===== src/rtl/uart_fifo_core.sv =====
// uart_fifo_core: full-duplex UART with TX/RX FIFOs, runtime baud divisor and
// stop-bit selection, sticky frame/overrun error flags.
// Optional feature macro: UART_PARITY_EN adds a parity bit (even/odd chosen by
// parity_odd) after the data bits in both directions.
module uart_fifo_core #(
  parameter int unsigned DATA_WIDTH = 8,
  parameter int unsigned FIFO_DEPTH = 16,
  parameter int unsigned DIV_WIDTH  = 16,
  parameter int unsigned OVERSAMPLE = 16
) (
  input  logic                          clk,
  input  logic                          rst,
  input  logic [DATA_WIDTH-1:0]         tx_din,
  input  logic                          wr_uart,
  input  logic                          rd_uart,
  output logic [DATA_WIDTH-1:0]         rx_dout,
  input  logic                          rx,
  output logic                          tx,
  input  logic [DIV_WIDTH-1:0]          baud_div,
  input  logic                          stop_bits,
  input  logic                          parity_odd,
  input  logic                          err_clr,
  output logic [$clog2(FIFO_DEPTH):0]   tx_fifo_cnt,
  output logic [$clog2(FIFO_DEPTH):0]   rx_fifo_cnt,
  output logic                          tx_fifo_empty,
  output logic                          tx_fifo_full,
  output logic                          rx_fifo_empty,
  output logic                          rx_fifo_full,
  output logic                          rx_frame_err,
  output logic                          rx_overrun,
  output logic                          rx_parity_err
);
  localparam int unsigned AW = $clog2(FIFO_DEPTH);
  localparam int unsigned CW = AW + 1;
  localparam int unsigned SW = $clog2(OVERSAMPLE);
  localparam int unsigned NW = $clog2(DATA_WIDTH);

  typedef enum logic [2:0] {
    ST_IDLE, ST_START, ST_DATA,
`ifdef UART_PARITY_EN
    ST_PARITY,
`endif
    ST_STOP
  } state_t;

  // ---------------- baud tick ----------------
  logic [DIV_WIDTH-1:0] r_baud_cnt;
  logic                 w_tick;
  assign w_tick = (r_baud_cnt == baud_div);

  // Free-running divisor counter, restarts at 0 after reaching baud_div
  always_ff @(posedge clk) begin
    if (rst || w_tick) r_baud_cnt <= '0;
    else               r_baud_cnt <= r_baud_cnt + DIV_WIDTH'(1);
  end

  // ---------------- TX FIFO ----------------
  logic [DATA_WIDTH-1:0] r_txf_mem [FIFO_DEPTH];
  logic [AW-1:0]         r_txf_wp, r_txf_rp;
  logic [CW-1:0]         r_txf_cnt;
  logic                  w_txf_push, w_tx_load;
  logic [DATA_WIDTH-1:0] w_txf_head;

  assign tx_fifo_cnt   = r_txf_cnt;
  assign tx_fifo_empty = (r_txf_cnt == '0);
  assign tx_fifo_full  = (r_txf_cnt == CW'(FIFO_DEPTH));
  assign w_txf_push    = wr_uart && !tx_fifo_full;
  assign w_txf_head    = r_txf_mem[r_txf_rp];

  // TX FIFO storage write
  always_ff @(posedge clk) begin
    if (w_txf_push) r_txf_mem[r_txf_wp] <= tx_din;
  end

  // TX FIFO pointers and occupancy
  always_ff @(posedge clk) begin
    if (rst) begin
      r_txf_wp <= '0; r_txf_rp <= '0; r_txf_cnt <= '0;
    end else begin
      if (w_txf_push) r_txf_wp <= r_txf_wp + AW'(1);
      if (w_tx_load)  r_txf_rp <= r_txf_rp + AW'(1);
      case ({w_txf_push, w_tx_load})
        2'b10:   r_txf_cnt <= r_txf_cnt + CW'(1);
        2'b01:   r_txf_cnt <= r_txf_cnt - CW'(1);
        default: r_txf_cnt <= r_txf_cnt;
      endcase
    end
  end

  // ---------------- RX FIFO ----------------
  logic [DATA_WIDTH-1:0] r_rxf_mem [FIFO_DEPTH];
  logic [AW-1:0]         r_rxf_wp, r_rxf_rp;
  logic [CW-1:0]         r_rxf_cnt;
  logic                  w_rxf_pop, w_rx_push;
  logic [DATA_WIDTH-1:0] r_rx_shift;

  assign rx_fifo_cnt   = r_rxf_cnt;
  assign rx_fifo_empty = (r_rxf_cnt == '0);
  assign rx_fifo_full  = (r_rxf_cnt == CW'(FIFO_DEPTH));
  assign w_rxf_pop     = rd_uart && !rx_fifo_empty;
  assign rx_dout       = rx_fifo_empty ? '0 : r_rxf_mem[r_rxf_rp];

  // RX FIFO storage write (shift register holds the completed character)
  always_ff @(posedge clk) begin
    if (w_rx_push) r_rxf_mem[r_rxf_wp] <= r_rx_shift;
  end

  // RX FIFO pointers and occupancy
  always_ff @(posedge clk) begin
    if (rst) begin
      r_rxf_wp <= '0; r_rxf_rp <= '0; r_rxf_cnt <= '0;
    end else begin
      if (w_rx_push) r_rxf_wp <= r_rxf_wp + AW'(1);
      if (w_rxf_pop) r_rxf_rp <= r_rxf_rp + AW'(1);
      case ({w_rx_push, w_rxf_pop})
        2'b10:   r_rxf_cnt <= r_rxf_cnt + CW'(1);
        2'b01:   r_rxf_cnt <= r_rxf_cnt - CW'(1);
        default: r_rxf_cnt <= r_rxf_cnt;
      endcase
    end
  end

  // ---------------- TX FSM ----------------
  state_t                r_tx_state, w_tx_state_n;
  logic [SW-1:0]         r_tx_tcnt, w_tx_tcnt_n;
  logic [NW-1:0]         r_tx_bcnt, w_tx_bcnt_n;
  logic [DATA_WIDTH-1:0] r_tx_shift, w_tx_shift_n;
  logic                  r_tx_stop2, w_tx_stop2_n;
  logic                  r_tx, w_tx_n;
`ifdef UART_PARITY_EN
  logic                  r_tx_par, w_tx_par_n;
`endif

  assign tx = r_tx;

  // TX state and datapath registers; tx pin is registered from next state
  always_ff @(posedge clk) begin
    if (rst) begin
      r_tx_state <= ST_IDLE; r_tx_tcnt <= '0; r_tx_bcnt <= '0;
      r_tx_shift <= '0; r_tx_stop2 <= 1'b0; r_tx <= 1'b1;
`ifdef UART_PARITY_EN
      r_tx_par   <= 1'b0;
`endif
    end else begin
      r_tx_state <= w_tx_state_n; r_tx_tcnt <= w_tx_tcnt_n; r_tx_bcnt <= w_tx_bcnt_n;
      r_tx_shift <= w_tx_shift_n; r_tx_stop2 <= w_tx_stop2_n; r_tx <= w_tx_n;
`ifdef UART_PARITY_EN
      r_tx_par   <= w_tx_par_n;
`endif
    end
  end

  // TX next-state: bit timing in ticks, FIFO pop on character start
  always_comb begin
    w_tx_state_n = r_tx_state; w_tx_tcnt_n = r_tx_tcnt; w_tx_bcnt_n = r_tx_bcnt;
    w_tx_shift_n = r_tx_shift; w_tx_stop2_n = r_tx_stop2; w_tx_load = 1'b0;
`ifdef UART_PARITY_EN
    w_tx_par_n   = r_tx_par;
`endif
    case (r_tx_state)
      ST_IDLE: w_tx_load = !tx_fifo_empty;
      ST_START: if (w_tick) begin
        if (r_tx_tcnt == SW'(OVERSAMPLE-1)) begin
          w_tx_tcnt_n = '0; w_tx_bcnt_n = '0; w_tx_state_n = ST_DATA;
        end else w_tx_tcnt_n = r_tx_tcnt + SW'(1);
      end
      ST_DATA: if (w_tick) begin
        if (r_tx_tcnt == SW'(OVERSAMPLE-1)) begin
          w_tx_tcnt_n  = '0;
          w_tx_shift_n = r_tx_shift >> 1;
          if (r_tx_bcnt == NW'(DATA_WIDTH-1)) begin
            w_tx_bcnt_n = '0;
`ifdef UART_PARITY_EN
            w_tx_state_n = ST_PARITY;
`else
            w_tx_state_n = ST_STOP;
`endif
          end else w_tx_bcnt_n = r_tx_bcnt + NW'(1);
        end else w_tx_tcnt_n = r_tx_tcnt + SW'(1);
      end
`ifdef UART_PARITY_EN
      ST_PARITY: if (w_tick) begin
        if (r_tx_tcnt == SW'(OVERSAMPLE-1)) begin
          w_tx_tcnt_n = '0; w_tx_state_n = ST_STOP;
        end else w_tx_tcnt_n = r_tx_tcnt + SW'(1);
      end
`endif
      ST_STOP: if (w_tick) begin
        if (r_tx_tcnt == SW'(OVERSAMPLE-1)) begin
          w_tx_tcnt_n = '0;
          if (r_tx_stop2 && r_tx_bcnt == '0) w_tx_bcnt_n = NW'(1);
          else begin
            // Chain straight into the next start bit so there is no idle gap
            w_tx_state_n = ST_IDLE;
            w_tx_load    = !tx_fifo_empty;
          end
        end else w_tx_tcnt_n = r_tx_tcnt + SW'(1);
      end
      default: w_tx_state_n = ST_IDLE;
    endcase
    if (w_tx_load) begin
      w_tx_state_n = ST_START; w_tx_tcnt_n = '0;
      w_tx_shift_n = w_txf_head; w_tx_stop2_n = stop_bits;
`ifdef UART_PARITY_EN
      w_tx_par_n   = (^w_txf_head) ^ parity_odd;
`endif
    end
    case (w_tx_state_n)
      ST_START:  w_tx_n = 1'b0;
      ST_DATA:   w_tx_n = w_tx_shift_n[0];
`ifdef UART_PARITY_EN
      ST_PARITY: w_tx_n = w_tx_par_n;
`endif
      default:   w_tx_n = 1'b1;
    endcase
  end

  // ---------------- RX FSM ----------------
  logic                  r_rx_s1, r_rx_s2, r_rx_prev;
  state_t                r_rx_state, w_rx_state_n;
  logic [SW-1:0]         r_rx_tcnt, w_rx_tcnt_n;
  logic [NW-1:0]         r_rx_bcnt, w_rx_bcnt_n;
  logic [DATA_WIDTH-1:0] w_rx_shift_n;
  logic                  w_set_frame, w_set_ovr;
`ifdef UART_PARITY_EN
  logic                  r_rx_podd, w_rx_podd_n, w_set_par, r_parity_err;
`endif

  // Input synchroniser, edge history and RX state registers
  always_ff @(posedge clk) begin
    if (rst) begin
      r_rx_s1 <= 1'b1; r_rx_s2 <= 1'b1; r_rx_prev <= 1'b1;
      r_rx_state <= ST_IDLE; r_rx_tcnt <= '0; r_rx_bcnt <= '0; r_rx_shift <= '0;
`ifdef UART_PARITY_EN
      r_rx_podd <= 1'b0;
`endif
    end else begin
      r_rx_s1 <= rx; r_rx_s2 <= r_rx_s1; r_rx_prev <= r_rx_s2;
      r_rx_state <= w_rx_state_n; r_rx_tcnt <= w_rx_tcnt_n;
      r_rx_bcnt <= w_rx_bcnt_n; r_rx_shift <= w_rx_shift_n;
`ifdef UART_PARITY_EN
      r_rx_podd <= w_rx_podd_n;
`endif
    end
  end

  // RX next-state: start validation at half bit, then mid-bit sampling.
  // The character is pushed at the stop-bit sample so the FSM is back in IDLE
  // before the next start edge can arrive.
  always_comb begin
    w_rx_state_n = r_rx_state; w_rx_tcnt_n = r_rx_tcnt; w_rx_bcnt_n = r_rx_bcnt;
    w_rx_shift_n = r_rx_shift; w_rx_push = 1'b0; w_set_frame = 1'b0; w_set_ovr = 1'b0;
`ifdef UART_PARITY_EN
    w_rx_podd_n  = r_rx_podd; w_set_par = 1'b0;
`endif
    case (r_rx_state)
      ST_IDLE: if (r_rx_prev && !r_rx_s2) begin
        w_rx_state_n = ST_START; w_rx_tcnt_n = '0;
`ifdef UART_PARITY_EN
        w_rx_podd_n  = parity_odd;
`endif
      end
      ST_START: if (w_tick) begin
        if (r_rx_tcnt == SW'(OVERSAMPLE/2-1)) begin
          w_rx_tcnt_n = '0; w_rx_bcnt_n = '0;
          w_rx_state_n = r_rx_s2 ? ST_IDLE : ST_DATA;
        end else w_rx_tcnt_n = r_rx_tcnt + SW'(1);
      end
      ST_DATA: if (w_tick) begin
        if (r_rx_tcnt == SW'(OVERSAMPLE-1)) begin
          w_rx_tcnt_n  = '0;
          w_rx_shift_n = {r_rx_s2, r_rx_shift[DATA_WIDTH-1:1]};
          if (r_rx_bcnt == NW'(DATA_WIDTH-1)) begin
`ifdef UART_PARITY_EN
            w_rx_state_n = ST_PARITY;
`else
            w_rx_state_n = ST_STOP;
`endif
          end else w_rx_bcnt_n = r_rx_bcnt + NW'(1);
        end else w_rx_tcnt_n = r_rx_tcnt + SW'(1);
      end
`ifdef UART_PARITY_EN
      ST_PARITY: if (w_tick) begin
        if (r_rx_tcnt == SW'(OVERSAMPLE-1)) begin
          w_rx_tcnt_n  = '0; w_rx_state_n = ST_STOP;
          w_set_par    = (r_rx_s2 != ((^r_rx_shift) ^ r_rx_podd));
        end else w_rx_tcnt_n = r_rx_tcnt + SW'(1);
      end
`endif
      ST_STOP: if (w_tick) begin
        if (r_rx_tcnt == SW'(OVERSAMPLE-1)) begin
          w_rx_tcnt_n  = '0; w_rx_state_n = ST_IDLE;
          w_set_frame  = !r_rx_s2;
          w_set_ovr    = rx_fifo_full;
          w_rx_push    = !rx_fifo_full;
        end else w_rx_tcnt_n = r_rx_tcnt + SW'(1);
      end
      default: w_rx_state_n = ST_IDLE;
    endcase
  end

  // Sticky error flags; a new error wins over err_clr in the same cycle
  always_ff @(posedge clk) begin
    if (rst) begin
      rx_frame_err <= 1'b0; rx_overrun <= 1'b0;
    end else begin
      if (w_set_frame)  rx_frame_err <= 1'b1;
      else if (err_clr) rx_frame_err <= 1'b0;
      if (w_set_ovr)    rx_overrun   <= 1'b1;
      else if (err_clr) rx_overrun   <= 1'b0;
    end
  end

`ifdef UART_PARITY_EN
  // Sticky parity error flag
  always_ff @(posedge clk) begin
    if (rst)            r_parity_err <= 1'b0;
    else if (w_set_par) r_parity_err <= 1'b1;
    else if (err_clr)   r_parity_err <= 1'b0;
  end
  assign rx_parity_err = r_parity_err;
`else
  logic w_unused_parity_odd;
  assign w_unused_parity_odd = parity_odd;
  assign rx_parity_err       = 1'b0;
`endif

endmodule


===== config.mk =====
export PLATFORM = sky130hd
export DESIGN_NAME = uart_fifo_core
export DESIGN_NICKNAME = d
export VERILOG_FILES = /design/src/rtl/uart_fifo_core.sv
export SDC_FILE = /design/constraint.sdc
export NUM_CORES = 1
export LEC_CHECK = 0
export CAP_MARGIN = 20
export CORE_MARGIN = 2
export CORE_UTILIZATION = 60
export CTS_CLUSTER_DIAMETER = 50
export CTS_CLUSTER_SIZE = 14
export DETAILED_ROUTE_END_ITERATION = 16
export PLACE_DENSITY = 0.79
export SLEW_MARGIN = 0
export SYNTH_ARGS = -nofsm -noshare
export SYNTH_HDL_FRONTEND = slang
export SYNTH_SLANG_ARGS = --single-unit

===== constraint.sdc =====
create_clock -name clk -period 7.6 [get_ports clk]
set_input_delay 1.52 -clock clk [delete_from_list [all_inputs] [get_ports clk]]
set_output_delay 1.52 -clock clk [all_outputs]
set_load 0.005 [all_outputs]

# Word level (Yosys, flattened, before mapping)
# Memory sizes are Yosys's and may differ from the RTL's. A register that Yosys moved wholly into a read port is not among the register bits.
# Cells that the tools add are included.
# totals
ff_bits,85
ram_bits,256
memories,2
input_bits,32
elab_cells,184
# memory_table
name,words,width,read_ports,rd_clocked_by_memory_dff,wr,line,text
r_rxf_mem,16,8,1,1,1,91,logic [DATA_WIDTH-1:0] r_rxf_mem [FIFO_DEPTH];
r_txf_mem,16,8,1,1,1,58,logic [DATA_WIDTH-1:0] r_txf_mem [FIFO_DEPTH];
# op_classes
n_reduce_logical,35
n_eq_ne,37
muxes,74
addsub,13
# ops
cell,n
3-bit 2-to-1 mux,30
4-bit 2-to-1 mux,10
8-bit 2-to-1 mux,5
"2-bit != test, second input constant",16
"4-bit by 1-bit adder with 4-bit output, second input constant",6
3-bit case mux with 4 select lines,2
5-bit case mux with 2 select lines,2
1-bit 2-to-1 mux,19
"16-bit by 1-bit adder with 16-bit output, second input constant",1
16-bit equality test,1
8-bit AND reduction,2
2-bit nonzero test,8
"3-bit by 2-bit equality test with 1-bit output, second input constant",5
4-bit case mux with 3 select lines,1
"5-bit by 1-bit adder with 5-bit output, second input constant",2
"5-bit equality test, second input constant",2
5-bit zero test,2
"5-bit by 1-bit subtractor with 5-bit output, second input constant",2
"3-bit by 1-bit equality test with 1-bit output, second input constant",3
3-bit zero test,3
3-bit case mux with 3 select lines,1
"4-bit equality test, second input constant",2
"3-bit by 1-bit adder with 3-bit output, second input constant",2
"3-bit equality test, second input constant",2
17 further kinds,30

# Depth between registers and ports, before layout
# depth
ltp_word,9
mapped_depth,15

# Least setup slack after synthesis
# OpenSTA, ideal clock, no wires.
# synth_path
kind,input -> register
start,input port baud_div[5]
end,register r_txf_cnt[4] (netlist: tx_fifo_cnt[4])
arrival_ns,4.147
setup_time_ns,0.132
setup_slack_ns,3.321
n_path_buf,1
path_stages,14
path_cell_list,xor2_1 nor4_1 and4_1 clkbuf_1 a21oi_1 inv_1 ha_1 xor2_1 ha_1 a21oi_1 o22ai_1 a222oi_1 or3_1 a21oi_1
# synth_between
elab_chain_len,5
word_cells_on_any_way,7
cone_classes,eq/ne (3); mux (3); reduce/logical (1)
# synth_rtl
element,line,text
start: declaration,19,"input logic [DIV_WIDTH-1:0] baud_div,"
16-bit equality test *,49,assign w_tick = (r_baud_cnt == baud_div);
1-bit 2-to-1 mux *,188,ST_STOP: if (w_tick) begin
1-bit case mux with 2 select lines *,160,case (r_tx_state)
2-bit by 1-bit equality test with 1-bit output / 2-bit equality test (equally long branches),82,"case ({w_txf_push, w_tx_load})"
5-bit case mux with 2 select lines / 2-bit nonzero test (equally long branches),n/a,
end signal: assignment,83,2'b10: r_txf_cnt <= r_txf_cnt + CW'(1);
end signal: assignment,84,2'b01: r_txf_cnt <= r_txf_cnt - CW'(1);
end signal: assignment,85,default: r_txf_cnt <= r_txf_cnt;
end: declaration,60,logic [CW-1:0] r_txf_cnt;
# Every way passes the cells marked *; elsewhere a longest branch is shown, timed or not.
# A chain may end at the register's enable or synchronous reset.

# Final worst setup path
# layout_path
start,input port baud_div[10]
end,register r_txf_cnt[4] (netlist: tx_fifo_cnt[4])
# The elaborated chain is that of the path after synthesis.

==> metrics.md <==
| Metric | Value |
|---|---|
| Status | `complete, no violations` |
| Total grt overflow | `0` |
| First-pass GRT wire length | `between 40000 and 50000 um` |
| Clk root buf | `clkbuf_16` |
| Average wire per standard cell | `roughly 20 um` |
| Core area | `around 23000 sq um` |
| First-pass DRT Iterations | `5` |
| WP data required | `between 7000 and 8000 ps` |
| Share of cells above drive strength 1 | `0.162` |
| # diodes | `0` |
| Synth Register Bits | `approximately 350` |
| Leak Pwr | `about 0.0056 uW` |
| Area delta synth->final | `14.0%` |
| Crit. Startpoint | `baud_div[10]` |
| Slew @ Worst Pin | `between 800 and 900 ps` |
| Critical R2R Capture | `tx_fifo_cnt[4]` |
| Final Critical Period | `4820 ps` |
| Die width | `roughly 160 um` |
| Power per cell area | `roughly 260 nW/um^2` |
| Tot GR Track Use | `0.227` |
| Hold path depth | `1` |
| Starting Density | `0.607` |
| Largest net degree at the start of global routing | `64` |
| Antenna violations before repair | `0` |
| Slew margin rel. | `0.403` |
| Final period util | `0.634` |
| Worst Clk Skew | `roughly 35 ps` |
| CP startpoint kind | `input pin` |
| Max IR drop VDD | `0.234 mV` |
| Final setup vio count | `0` |
| Post-synthesis cell count | `~900` |
| Setup ws final | `roughly 2800 ps` |
| Final hold vios | `0` |
| H-Tree Depth | `2` |
| Clk sinks | `~350` |
| Crit path capture type | `register` |
| Hold endpoint | `r_rx_s2` |
| Clock transition at path regs | `approximately 60 ps` |
| Tot Pwr | `between 4000 and 5000 uW` |
| CTS hold repair buffers | `0` |
| Maximum clock frequency | `roughly 0.21 GHz` |
| Worst setup path class | `input pin to register` |
| Max_cap viols | `0` |
| Nets | `around 1000` |
| Ys async rst share | `0` |
| Dpl ws | `about 2300 ps` |
| Most common cell after layout, fill and taps aside | `edfxtp_1` |
| TritonCTS Buffers | `35` |
| I/O pin cnt | `58` |
| Post-CTS Setup Bufs | `0` |
| Area of the multi-input gates | `4390 sq um` |
| Post-synth EDFFs | `around 260` |
| CP Data Arrival Time | `between 5000 and 6000 ps` |
| Routed WL | `approximately 27000 um` |
| Library cells used by synthesis | `50` |
| # fillers | `~1500` |
| Most frequent cells in the layout | `edfxtp_1 (256), nor2_1 (97), dfxtp_1 (88), mux4_2 (80), clkdlybuf4s50_1 (54)` |
| Mapped cell area | `between 10000 and 15000 sq um` |
| Resize count post-CTS | `0` |
| DP HPWL | `between 15000 and 20000 um` |
| Register area share after synthesis | `0.672` |
| R2r startpoint | `r_baud_cnt[6]` |
| Avg Vias per Cell | `roughly 5.9` |
| FP Rows | `56` |
| Routability Congestion | `0.799` |
| Total number of vias | `7684` |
| # port buffers | `55` |
| Clk_lat worst skew | `about 520 ps` |
| Reg2Reg Depth | `14` |
| Yosys synthesis warning count | `0` |
| Routed Antenna Nets | `0` |
| Top_reg_cell synth | `edfxtp_1` |
| Die Ht | `approximately 160 um` |
| RSZ-0062 raised after global routing | `no` |
| Slack of the worst reg-to-reg path | `about 3800 ps` |
| CP max FO | `23` |
| Min-Delay Path Class | `register to register` |
| Hold Crit Start | `r_rx_s1` |
| Fin. max-slew vios | `0` |
| Vias in the first global route | `about 7800` |
| TritonCTS clock tree | `built` |
| Clk buf depth | `3` |
| Final setup TNS | `0 ps` |
| Post-route DRC | `0` |
| Syn_area_per_cell | `between 15 and 20 sq um` |
| Register Area | `around 9500 sq um` |
| DRT iter0 DRCs | `around 650` |
| Die area | `approximately 25000 sq um` |
[per-layer routing]
| layer | track usage | part of all wire | vias up |
|---|---|---|---|
| met2 | 0.392 | 0.51 | 222 |
| li1 | - | - | 3556 |
| met3 | 0.0454 | 0.057 | 47 |
| met1 | 0.296 | 0.41 | 3859 |
| met4 | 0.0615 | 0.021 | 0 |
| met5 | 0 | 0 | - |
[worst max path at each step]
stage | end | slack (ps) | depth (start not counted)
after floorplan | tx_fifo_cnt[4] | 3320 | 14
after global routing | tx_fifo_cnt[4] | 2520 | 15
after CTS | tx_fifo_cnt[4] | 2820 | 15
final | tx_fifo_cnt[4] | 2780 | 15
after detailed placement | tx_fifo_cnt[4] | 2280 | 15
after global placement | tx_fifo_cnt[4] | 2360 | 15
[synthesized netlist by cell type (11+ instances only)]
master | n | share of area
nor2_1 | 97 | 0.026
mux4_2 | 80 | 0.13
clkbuf_1 | 31 | 0.0082
nand3_1 | 16 | 0.0056
edfxtp_1 | 256 | 0.54
xnor2_1 | 11 | 0.0068
xor2_1 | 36 | 0.022
dfxtp_1 | 92 | 0.13
nor3_1 | 15 | 0.0053
nor2b_1 | 15 | 0.0066
o21ai_0 | 13 | 0.0046
mux2i_1 | 21 | 0.015
a21oi_1 | 33 | 0.012
ha_1 | 25 | 0.022
inv_1 | 23 | 0.0061
nand2_1 | 39 | 0.010
[logic make-up (layout without fill, tap and decap cells)]
group | Yosys count | after routing | synth area share
xor gates and xnor gates | 47 | 47 | 0.0290
AOI/OAI and AO/OA | 71 | 71 | 0.0307
buffers and inverters | 66 | 152 | 0.0185
adders and majority gates | 26 | 26 | 0.0235
DFF | 348 | 348 | 0.672
muxes | 101 | 101 | 0.142
other | 1 | 2 | 0.000265
and+or+nand+nor | 243 | 243 | 0.0837
[critical path, cell delays in order]
cell and delay, ps:
clkdlybuf4s50_1 410, xor2_1 160, nor4_1 380, and4_1 530, a21oi_1 140, buf_4 240, inv_1 220, ha_1 320
xor2_1 100, ha_1 180, a21oi_1 250, o22ai_1 140, a222oi_1 390, or3_1 160, a21oi_1 50
[metrics by stage]
stage	area [sq um]	util	hold slack, ps	std cells
final	16200	0.693	456	1309
after global routing	16200	0.693	474	1309
after CTS	16200	0.692	466	1308
after detailed placement	15000	0.645	440	1247
after global placement	15000	0.644	440	1246
after floorplan	14200	-	389	904
[state kept, by name (all words and copies together), names as in the netlist, 2 cells and up, named ones only]
register     cells
r_tx_tcnt        4
r_txf_mem      128
r_rx_tcnt        4
r_rx_bcnt        3
r_tx_bcnt        3
rx_fifo_cnt      5
r_rx_shift       8
r_rxf_mem      128
r_rxf_wp         4
tx_fifo_cnt      5
r_baud_cnt      16
r_rxf_rp         4
r_rx_state       2
r_tx_state       3
r_txf_wp         4
r_txf_rp         4
r_tx_shift       8
[power breakdown]
| group | internal [uW] | switching [uW] |
|---|---|---|
| Clock | 938 | 717 |
| Combinational | 229 | 224 |
| Sequential | 2090 | 61.8 |
| Total | 3260 | 1000 |
[cell type report]
type / instances / area share
inverters: 23 / 0.00534
clock buffers: 49 / 0.0620
flip-flops and latches: 348 / 0.590
well taps: 319 / 0.0247
clock inverters: 12 / 0.00681
repair buffers: 68 / 0.0398
multi-input cells: 490 / 0.271
Power figures use the tool's default switching activity.
